<file path="src/rtl/seq_divider_pkg.sv">
// Shared definitions for the sequential divider: FSM encoding and default widths.
package seq_divider_pkg;

    // Default operand widths, shared with the 4x4 multiplier bench.
    localparam int unsigned DefDividendW = 8;
    localparam int unsigned DefDivisorW  = 4;

    typedef enum logic [1:0] {
        StIdle = 2'd0,
        StRun  = 2'd1,
        StDone = 2'd2
    } div_state_e;

    // Width of an iteration counter that must hold values 0 .. n-1.
    function automatic int unsigned cnt_width(input int unsigned n);
        return (n > 1) ? $clog2(n) : 1;
    endfunction

endpackage

</file>
<file path="src/rtl/seq_divider_div_step.sv">
// One restoring-division iteration: shift in a dividend bit, trial-subtract the divisor
// with a full-adder ripple and keep the difference only when it did not borrow.
module seq_divider_div_step
    import seq_divider_pkg::*;
#(
    parameter int unsigned DIVISOR_W = DefDivisorW
) (
    input  logic [DIVISOR_W-1:0] pr,
    input  logic                 bit_in,
    input  logic [DIVISOR_W-1:0] divisor,
    output logic [DIVISOR_W-1:0] pr_next,
    output logic                 q_bit
);

    // The trial value is one bit wider than the divisor so the bit shifted out of the
    // partial remainder takes part in the compare.
    localparam int unsigned TrialW = DIVISOR_W + 1;

    logic [TrialW-1:0]    trial;
    logic [TrialW-1:0]    sub_b;
    logic [TrialW:0]      carry;
    logic [DIVISOR_W-1:0] diff;

    assign trial    = {pr, bit_in};
    assign sub_b    = ~{1'b0, divisor};
    assign carry[0] = 1'b1;

    // Full-adder ripple computing trial + ~divisor + 1; the top difference bit is always 0
    // when no borrow occurs, so only its carry is formed.
    for (genvar i = 0; i < TrialW; i++) begin : g_ripple
        assign carry[i+1] = (trial[i] & sub_b[i]) | (carry[i] & (trial[i] ^ sub_b[i]));
        if (i < DIVISOR_W) begin : g_sum
            assign diff[i] = trial[i] ^ sub_b[i] ^ carry[i];
        end
    end

    // Carry-out set means no borrow, i.e. trial >= divisor.
    assign q_bit   = carry[TrialW];
    assign pr_next = q_bit ? diff : trial[DIVISOR_W-1:0];

endmodule

</file>
<file path="src/rtl/seq_divider.sv">
// Iterative restoring unsigned divider with start/busy/done handshake; one quotient bit
// per clock, MSB first.
module seq_divider
    import seq_divider_pkg::*;
#(
    parameter int unsigned DIVIDEND_W = DefDividendW,
    parameter int unsigned DIVISOR_W  = DefDivisorW
) (
    input  logic                  clk,
    input  logic                  rst,
    input  logic                  start,
    input  logic [DIVIDEND_W-1:0] data_A,
    input  logic [DIVISOR_W-1:0]  data_B,
    output logic                  busy,
    output logic                  done,
    output logic                  div_by_zero,
    output logic [DIVIDEND_W-1:0] quotient,
    output logic [DIVISOR_W-1:0]  remainder
);

    localparam int unsigned CntW = cnt_width(DIVIDEND_W);

    div_state_e            state_q, state_d;
    logic [DIVIDEND_W-1:0] dvd_q, dvd_d;   // dividend shifting out, quotient shifting in
    logic [DIVISOR_W-1:0]  pr_q, pr_d;
    logic [DIVISOR_W-1:0]  dsr_q, dsr_d;
    logic [CntW-1:0]       cnt_q, cnt_d;
    logic [DIVIDEND_W-1:0] quo_q, quo_d;
    logic [DIVISOR_W-1:0]  rem_q, rem_d;
    logic                  dbz_q, dbz_d;

    logic [DIVISOR_W-1:0]  step_pr;
    logic                  step_q;

    seq_divider_div_step #(
        .DIVISOR_W (DIVISOR_W)
    ) u_step (
        .pr      (pr_q),
        .bit_in  (dvd_q[DIVIDEND_W-1]),
        .divisor (dsr_q),
        .pr_next (step_pr),
        .q_bit   (step_q)
    );

    // State and datapath registers; reset abandons any operation in flight.
    always_ff @(posedge clk) begin
        if (rst) begin
            state_q <= StIdle;
            dvd_q   <= '0;
            pr_q    <= '0;
            dsr_q   <= '0;
            cnt_q   <= '0;
            quo_q   <= '0;
            rem_q   <= '0;
            dbz_q   <= 1'b0;
        end else begin
            state_q <= state_d;
            dvd_q   <= dvd_d;
            pr_q    <= pr_d;
            dsr_q   <= dsr_d;
            cnt_q   <= cnt_d;
            quo_q   <= quo_d;
            rem_q   <= rem_d;
            dbz_q   <= dbz_d;
        end
    end

    // Next-state and datapath update: accept in IDLE/DONE, iterate in RUN.
    always_comb begin
        state_d = state_q;
        dvd_d   = dvd_q;
        pr_d    = pr_q;
        dsr_d   = dsr_q;
        cnt_d   = cnt_q;
        quo_d   = quo_q;
        rem_d   = rem_q;
        dbz_d   = dbz_q;
        case (state_q)
            StIdle, StDone: begin
                state_d = StIdle;
                if (start) begin
                    if (data_B != '0) begin
                        state_d = StRun;
                        dvd_d   = data_A;
                        pr_d    = '0;
                        dsr_d   = data_B;
                        cnt_d   = CntW'(DIVIDEND_W - 1);
                        dbz_d   = 1'b0;
                    end else begin
                        state_d = StDone;
                        quo_d   = '1;
                        rem_d   = '0;
                        dbz_d   = 1'b1;
                    end
                end
            end
            StRun: begin
                dvd_d = {dvd_q[DIVIDEND_W-2:0], step_q};
                pr_d  = step_pr;
                cnt_d = cnt_q - 1'b1;
                if (cnt_q == '0) begin
                    state_d = StDone;
                    cnt_d   = '0;
                    quo_d   = {dvd_q[DIVIDEND_W-2:0], step_q};
                    rem_d   = step_pr;
                end
            end
            default: state_d = StIdle;
        endcase
    end

    assign busy        = (state_q == StRun);
    assign done        = (state_q == StDone);
    assign div_by_zero = dbz_q;
    assign quotient    = quo_q;
    assign remainder   = rem_q;

endmodule
</file>
<file path="config.mk">
export PLATFORM = sky130hd
export DESIGN_NAME = seq_divider
export DESIGN_NICKNAME = d
export VERILOG_FILES = /design/src/rtl/seq_divider_pkg.sv /design/src/rtl/seq_divider_div_step.sv /design/src/rtl/seq_divider.sv
export SDC_FILE = /design/constraint.sdc
export NUM_CORES = 1
export LEC_CHECK = 0
export ABC_AREA = 1
export CAP_MARGIN = 20
export CORE_ASPECT_RATIO = 0.6
export CORE_MARGIN = 2
export CORE_UTILIZATION = 51
export DETAILED_ROUTE_END_ITERATION = 10
export PLACE_DENSITY = 0.78
export SLEW_MARGIN = 20
export SYNTH_ARGS = -nofsm -noshare
export SYNTH_HDL_FRONTEND = slang
export SYNTH_SLANG_ARGS = --single-unit
</file>
<file path="constraint.sdc">
create_clock -name clk -period 3.2 [get_ports clk]
set_clock_uncertainty 0.15 [all_clocks]
set_input_delay 0.32 -clock clk [delete_from_list [all_inputs] [get_ports clk]]
set_output_delay 0.32 -clock clk [all_outputs]
set_load 0.02 [all_outputs]
</file>
=== Word level (Yosys, flattened, before mapping) ===
Cells that the tools add are included.

* Flip-flop bits (word level): 34
* Word-level logic and storage cells: 72
* Output and inout bits: 15
* Input bits: 15

* Equality and inequality tests: 6
* Reductions and logical operators: 9
* Bitwise operators: 24
* Add/subtract/negate cells: 1
* Mux-type cells: 24

{| class="wikitable"
|+ Operators with widths
! cell !! count
|-
| $mux W8 || 5
|-
| $pmux W8 S2 || 2
|-
| $mux W4 || 6
|-
| $pmux W4 S2 || 2
|-
| $and A1 B1 Y1 || 9
|-
| $mux W3 || 3
|-
| $xor A1 B1 Y1 || 8
|-
| $mux W2 || 3
|-
| $ne A2 B2 Y1 const B || 3
|-
| $pmux W3 S2 || 1
|-
| $reduce_and A3 Y1 || 2
|-
| $not A4 Y5 || 1
|-
| $or A1 B1 Y1 || 5
|-
| $pmux W2 S2 || 1
|-
| $reduce_and A4 Y1 || 1
|-
| $reduce_bool A4 Y1 || 1
|-
| $logic_not A3 Y1 || 1
|-
| $sub A3 B1 Y3 const B || 1
|-
| $eq A2 B1 Y1 const B || 1
|-
| $eq A2 B2 Y1 const B || 1
|-
| $logic_not A2 Y1 || 1
|-
| $ne A2 B1 Y1 const B || 1
|-
| $reduce_and A2 Y1 || 1
|-
| $reduce_bool A2 Y1 || 1
|-
| 3 further kinds || 3
|}

=== Longest topological paths before layout ===
* Depth in word-level cells: 14
* Depth in mapped cells: 12
* Depth with buffers taken out: 12

=== Cells and area by module ===
A second synthesis with hierarchy kept.

* Cell total of the unflattened synthesis: 221
* Area total of the unflattened synthesis: 1610.3 um^2

{| class="wikitable"
|+ By module, submodules not included
! module !! seq. area each (um^2) !! area each (um^2) !! times used !! cells an instance
|-
| seq_divider || 680.7 || 1443.9 || 1 || 194
|-
| seq_divider_div_step || 0.0 || 166.4 || 1 || 27
|}

=== Least setup slack after synthesis ===
OpenSTA, ideal clock, no wires.

* Kind: register to register
* Start: register dvd_q[7]
* End: register pr_q[0]
* Slack: 0.748 ns
* Stages on the path, launching flop included: 13
* Data arrival time: 2.231 ns
* Required time: 2.979 ns
* Setup time: 0.071 ns
* Cell sequence: dfxtp_1 inv_1 ha_1 fa_1 fa_1 fa_1 nand2_1 inv_1 nand2_1 nand2_1 nor2_1 inv_1 a21oi_1

* Longest elaborated chain between the ends: 12
* Elaborated cells between the ends (all ways): 14
* Those cells by class: mux (2); bitwise (12)

{| class="wikitable"
|+ Ends and longest elaborated chain
! element !! line !! text
|-
| start, declared || seq_divider.sv:24 || <nowiki>logic [DIVIDEND_W-1:0] dvd_q, dvd_d;</nowiki>
|-
| start signal, assigned || seq_divider.sv:58 || <nowiki>dvd_q <= dvd_d;</nowiki>
|-
| $and A1 B1 Y1 / $xor A1 B1 Y1 (equally long branches) || seq_divider_div_step.sv:31, seq_divider_div_step.sv:33 ||
|-
| $or A1 B1 Y1 || seq_divider_div_step.sv:31 || <nowiki>assign carry[i+1] = (trial[i] & sub_b[i]) | (carry[i] & (trial[i] ^ sub_b[i]));</nowiki>
|-
| $and A1 B1 Y1 || seq_divider_div_step.sv:31 ||
|-
| $or A1 B1 Y1 || seq_divider_div_step.sv:31 ||
|-
| $and A1 B1 Y1 || seq_divider_div_step.sv:31 ||
|-
| $or A1 B1 Y1 || seq_divider_div_step.sv:31 ||
|-
| $and A1 B1 Y1 || seq_divider_div_step.sv:31 ||
|-
| $or A1 B1 Y1 || seq_divider_div_step.sv:31 ||
|-
| $and A1 B1 Y1 || seq_divider_div_step.sv:31 ||
|-
| $or A1 B1 Y1 || seq_divider_div_step.sv:31 ||
|-
| $mux W4 (*) || seq_divider_div_step.sv:39 || <nowiki>assign pr_next = q_bit ? diff : trial[DIVISOR_W-1:0];</nowiki>
|-
| $pmux W4 S2 (*) || seq_divider.sv:78 || <nowiki>case (state_q)</nowiki>
|-
| end signal, assigned || seq_divider.sv:59 || <nowiki>pr_q <= pr_d;</nowiki>
|-
| end, declared || seq_divider.sv:25 || <nowiki>logic [DIVISOR_W-1:0] pr_q, pr_d;</nowiki>
|}

Every way passes the cells marked *; elsewhere a longest branch is shown, timed or not.
A chain may end at the register's enable or synchronous reset.

=== Final worst setup path ===
* Start: register dvd_q[7]
* End: register rem_q[0] (netlist: remainder[0])

* Longest elaborated chain between the ends: 13
* Elaborated cells between the ends (all ways): 15
* Those cells by class: mux (3); bitwise (12)

{| class="wikitable"
|+ Ends and longest elaborated chain
! element !! line !! text
|-
| $and A1 B1 Y1 / $xor A1 B1 Y1 (equally long branches) || seq_divider_div_step.sv:31, seq_divider_div_step.sv:33 ||
|-
| $or A1 B1 Y1 || seq_divider_div_step.sv:31 ||
|-
| $and A1 B1 Y1 || seq_divider_div_step.sv:31 ||
|-
| $or A1 B1 Y1 || seq_divider_div_step.sv:31 ||
|-
| $and A1 B1 Y1 || seq_divider_div_step.sv:31 ||
|-
| $or A1 B1 Y1 || seq_divider_div_step.sv:31 ||
|-
| $and A1 B1 Y1 || seq_divider_div_step.sv:31 ||
|-
| $or A1 B1 Y1 || seq_divider_div_step.sv:31 ||
|-
| $and A1 B1 Y1 || seq_divider_div_step.sv:31 ||
|-
| $or A1 B1 Y1 || seq_divider_div_step.sv:31 ||
|-
| $mux W4 (*) || seq_divider_div_step.sv:39 ||
|-
| $mux W4 (*) || seq_divider.sv:101 || <nowiki>if (cnt_q == '0) begin</nowiki>
|-
| $pmux W4 S2 (*) || seq_divider.sv:78 ||
|-
| end signal, assigned || seq_divider.sv:63 || <nowiki>rem_q <= rem_d;</nowiki>
|-
| end, declared || seq_divider.sv:29 || <nowiki>logic [DIVISOR_W-1:0] rem_q, rem_d;</nowiki>
|}

Every way passes the cells marked *; elsewhere a longest branch is shown, timed or not. The select of a mux whose other input is x is not followed.

==> metrics.csv <==
stage,metric,value,unit
clock_tree,cts-resized-gates,0,
finish,area_growth,21.8,%
floorplan,rows,15,
hold_path,hold_class,reg2reg,
yosys,syn_nets,246,
floorplan,die_h,48.2,microns
timing,slew_violations,0,
worst_setup_path,reg2reg_depth,12,
worst_setup_path,crit_path_start_kind,flop,
placed_design,port_buffers,29,
finish,post_route_cells_drive_above_1_share,8.73,%
worst_setup_path,crit_family,adder cells,
placed_design,gp_congestion,0.830,
clock_tree,cts_tree,done,
route,routed_wl,3560,microns
placed_design,dp_cells,288,
route,vias_per_cell,4.93,
power_and_ir_drop,power.density,538,mW/mm^2
route,wl_per_cell,12.1,microns
yosys,syn_avg_cell_area,7.38,sq um
clock_tree,clock-sinks,34,
global_routing,grt_max_degree,32,
floorplan,start_util,55.7,%
clock_tree,cts_buffers,5,
power_and_ir_drop,peakVddDrop,0.254,mV
route,drc,0,
worst_setup_path,max_stage_delay,440,ps
hold_path,hold_end,quotient[2],
power_and_ir_drop,p_leak,0.857,nW
yosys,synth_most_common_cell,nand2_1,
yosys,yosysWarnings,0,
global_routing,overflow,0,
hold_path,holdPathStages,2,
route,first_iter_violations,119,
finish,nets,274,
worst_setup_path,path_class,reg2reg,
yosys,synth.cell_area,0.00166,sq mm
route,drtPass1Iterations,5,
floorplan,die_w,77.7,microns
worst_setup_path,timing.rr.start,dvd_q[7],
yosys,ys_seq_elements,34,
finish,antenna_cells,0,
worst_setup_path,crit_chain,inv_1 > ha_1 > fa_1 > fa_1 > fa_1 > nand2_1 > inv_1 > nand2_1 > nand2_1 > nor2_1 > nor2_1 > nor2_1,
worst_setup_path,slowest_stage,fa_1,
timing,rsz0062_at_grt,false,
route,antenna_left,0,
timing,period_share,82.2,%
floorplan,io_pins,30,
timing,fin_crit,2630,ps
finish,fin_cells,294,
global_routing,grt_pass1_vias,1256,
yosys,yosysUniqueCellTypes,21,
worst_setup_path,worstPathRequired,3260,ps
clock_tree,path_clk_slew,60,ps
route,vias,1449,
worst_setup_path,end_kind,flop,
timing,slew_headroom,69.1,%
clock_tree,post-cts-setup-buffer-count,0,
yosys,synthArstFlopShare,0,%
worst_setup_path,arrival,2690,ps
global_routing,grt_antenna_before_repair,0,
placed_design,hpwlAfterDp,2440,microns
clock_tree,max-clock-path-buffers,2,
worst_setup_path,cp_num_buf_inv,2,
yosys,synth_edf_count,0,
status,outcome,finished clean,
timing,tightest_slew,463,ps
flow_run,cap_violations,0,
yosys,synth_largest_area_cell,dfxtp_1,
timing,finalSetupTns,0,ps
hold_path,holdCritStartpoint,quotient[2],
timing,max_freq,380,MHz
floorplan,dieArea,0.00375,sq mm
worst_setup_path,reg2reg_to,remainder[0],
global_routing,gr-usage-all-layers,20.5,%
clock_tree,clock_latency,280,ps
worst_setup_path,worstPathMaxFanout,4,
clock_tree,postCtsHoldBufs,0,
timing,final-setup-viol-count,0,
yosys,synth_common_cells,"nand2_1 (47), dfxtp_1 (34), nor2_1 (29)",
yosys,synthFlopType,dfxtp_1,
worst_setup_path,crit_start,dvd_q[7],
floorplan,coreArea,0.00298,sq mm
timing,hold_viol_final,0,
yosys,yosysSeqAreaShare,41.0,%
clock_tree,cts_max_level,2,
clock_tree,clockRootBuffer,clkbuf_8,
worst_setup_path,reg2reg_slack,570,ps
yosys,synth_area_leaders,"dfxtp_1 (41%), nand2_1 (11%), a21oi_1 (7.8%)",
global_routing,grt_pass1_wl,5750,microns
yosys,syn_inst,225,
yosys,synth_top_area_share,41.0,%
-- state kept, by name (all words and copies together), names as in the netlist --
name         count
div_by_zero      1
pr_q             4
state_q          2
dvd_q            8
dsr_q            4
cnt_q            3
quotient         8
remainder        4
-- worst max path at each step --
| stage | end | slack (ps) | cells after the start |
|---|---|---|---|
| global placement | pr_q[0] | 670 | 12 |
| floorplan | pr_q[0] | 750 | 12 |
| global route | remainder[0] | 410 | 12 |
| CTS | remainder[0] | 580 | 12 |
| finish | remainder[0] | 570 | 12 |
| detailed placement | pr_q[0] | 600 | 12 |
-- final cells by class --
class / count / area (sq um)
fill: 263 / 960
multi-input combinational: 156 / 810
sequential: 34 / 681
timing repair buffer: 31 / 305
inverter: 25 / 93.8
clock buffer: 6 / 82.6
tap: 42 / 52.6
-- where the power goes --
| group | internal [mW] | switching (mW) |
|---|---|---|
| combinational | 0.116 | 0.174 |
| clock | 0.166 | 0.142 |
| sequential | 0.465 | 0.0259 |
| total | 0.747 | 0.342 |
-- routing by layer --
layer	vias up	share of wire, %	global-route usage (%)
met3	2	9.0	5.19
met5	-	0	0
met4	0	0.39	7.50
met1	616	50	28.3
li1	769	-	-
met2	62	40	32.2
-- cells by family after synthesis --
logic type      after synthesis  synth area share (%)
simple gates                109                  28.8
compound gates               41                  14.0
buf+inv                      35                  10.3
flops                        34                  41.0
fa+ha+maj                     6                  5.87
-- through the flow --
stage	area [sq um]	util [%]	setup WS, ps	total power [mW]	hold WS, ps
final	2020	67.8	571	1.09	300
after global routing	2020	67.8	409	1.15	323
after CTS	2020	67.8	576	1.09	306
after detailed placement	1940	65.1	602	0.788	296
after global placement	1940	65.1	670	0.783	289
after floorplan	1660	-	748	0.706	294
-- placed cells by master, fill, tap and decap left out, types with 6 or more instances in the layout --
cell type,Yosys,layout
nand3_1,25,25
o21ai_0,6,6
inv_1,23,23
clkbuf_8,0,6
dfxtp_1,34,34
nand2_1,47,47
a21oi_1,26,26
nor2_1,29,29
clkdlybuf4s50_1,0,29
-- worst min-delay path: stages, from the launching register on --
cell     delay (ps)
dfxtp_1         310
inv_1            40
a21oi_1          50
Power figures use the tool's default switching activity.
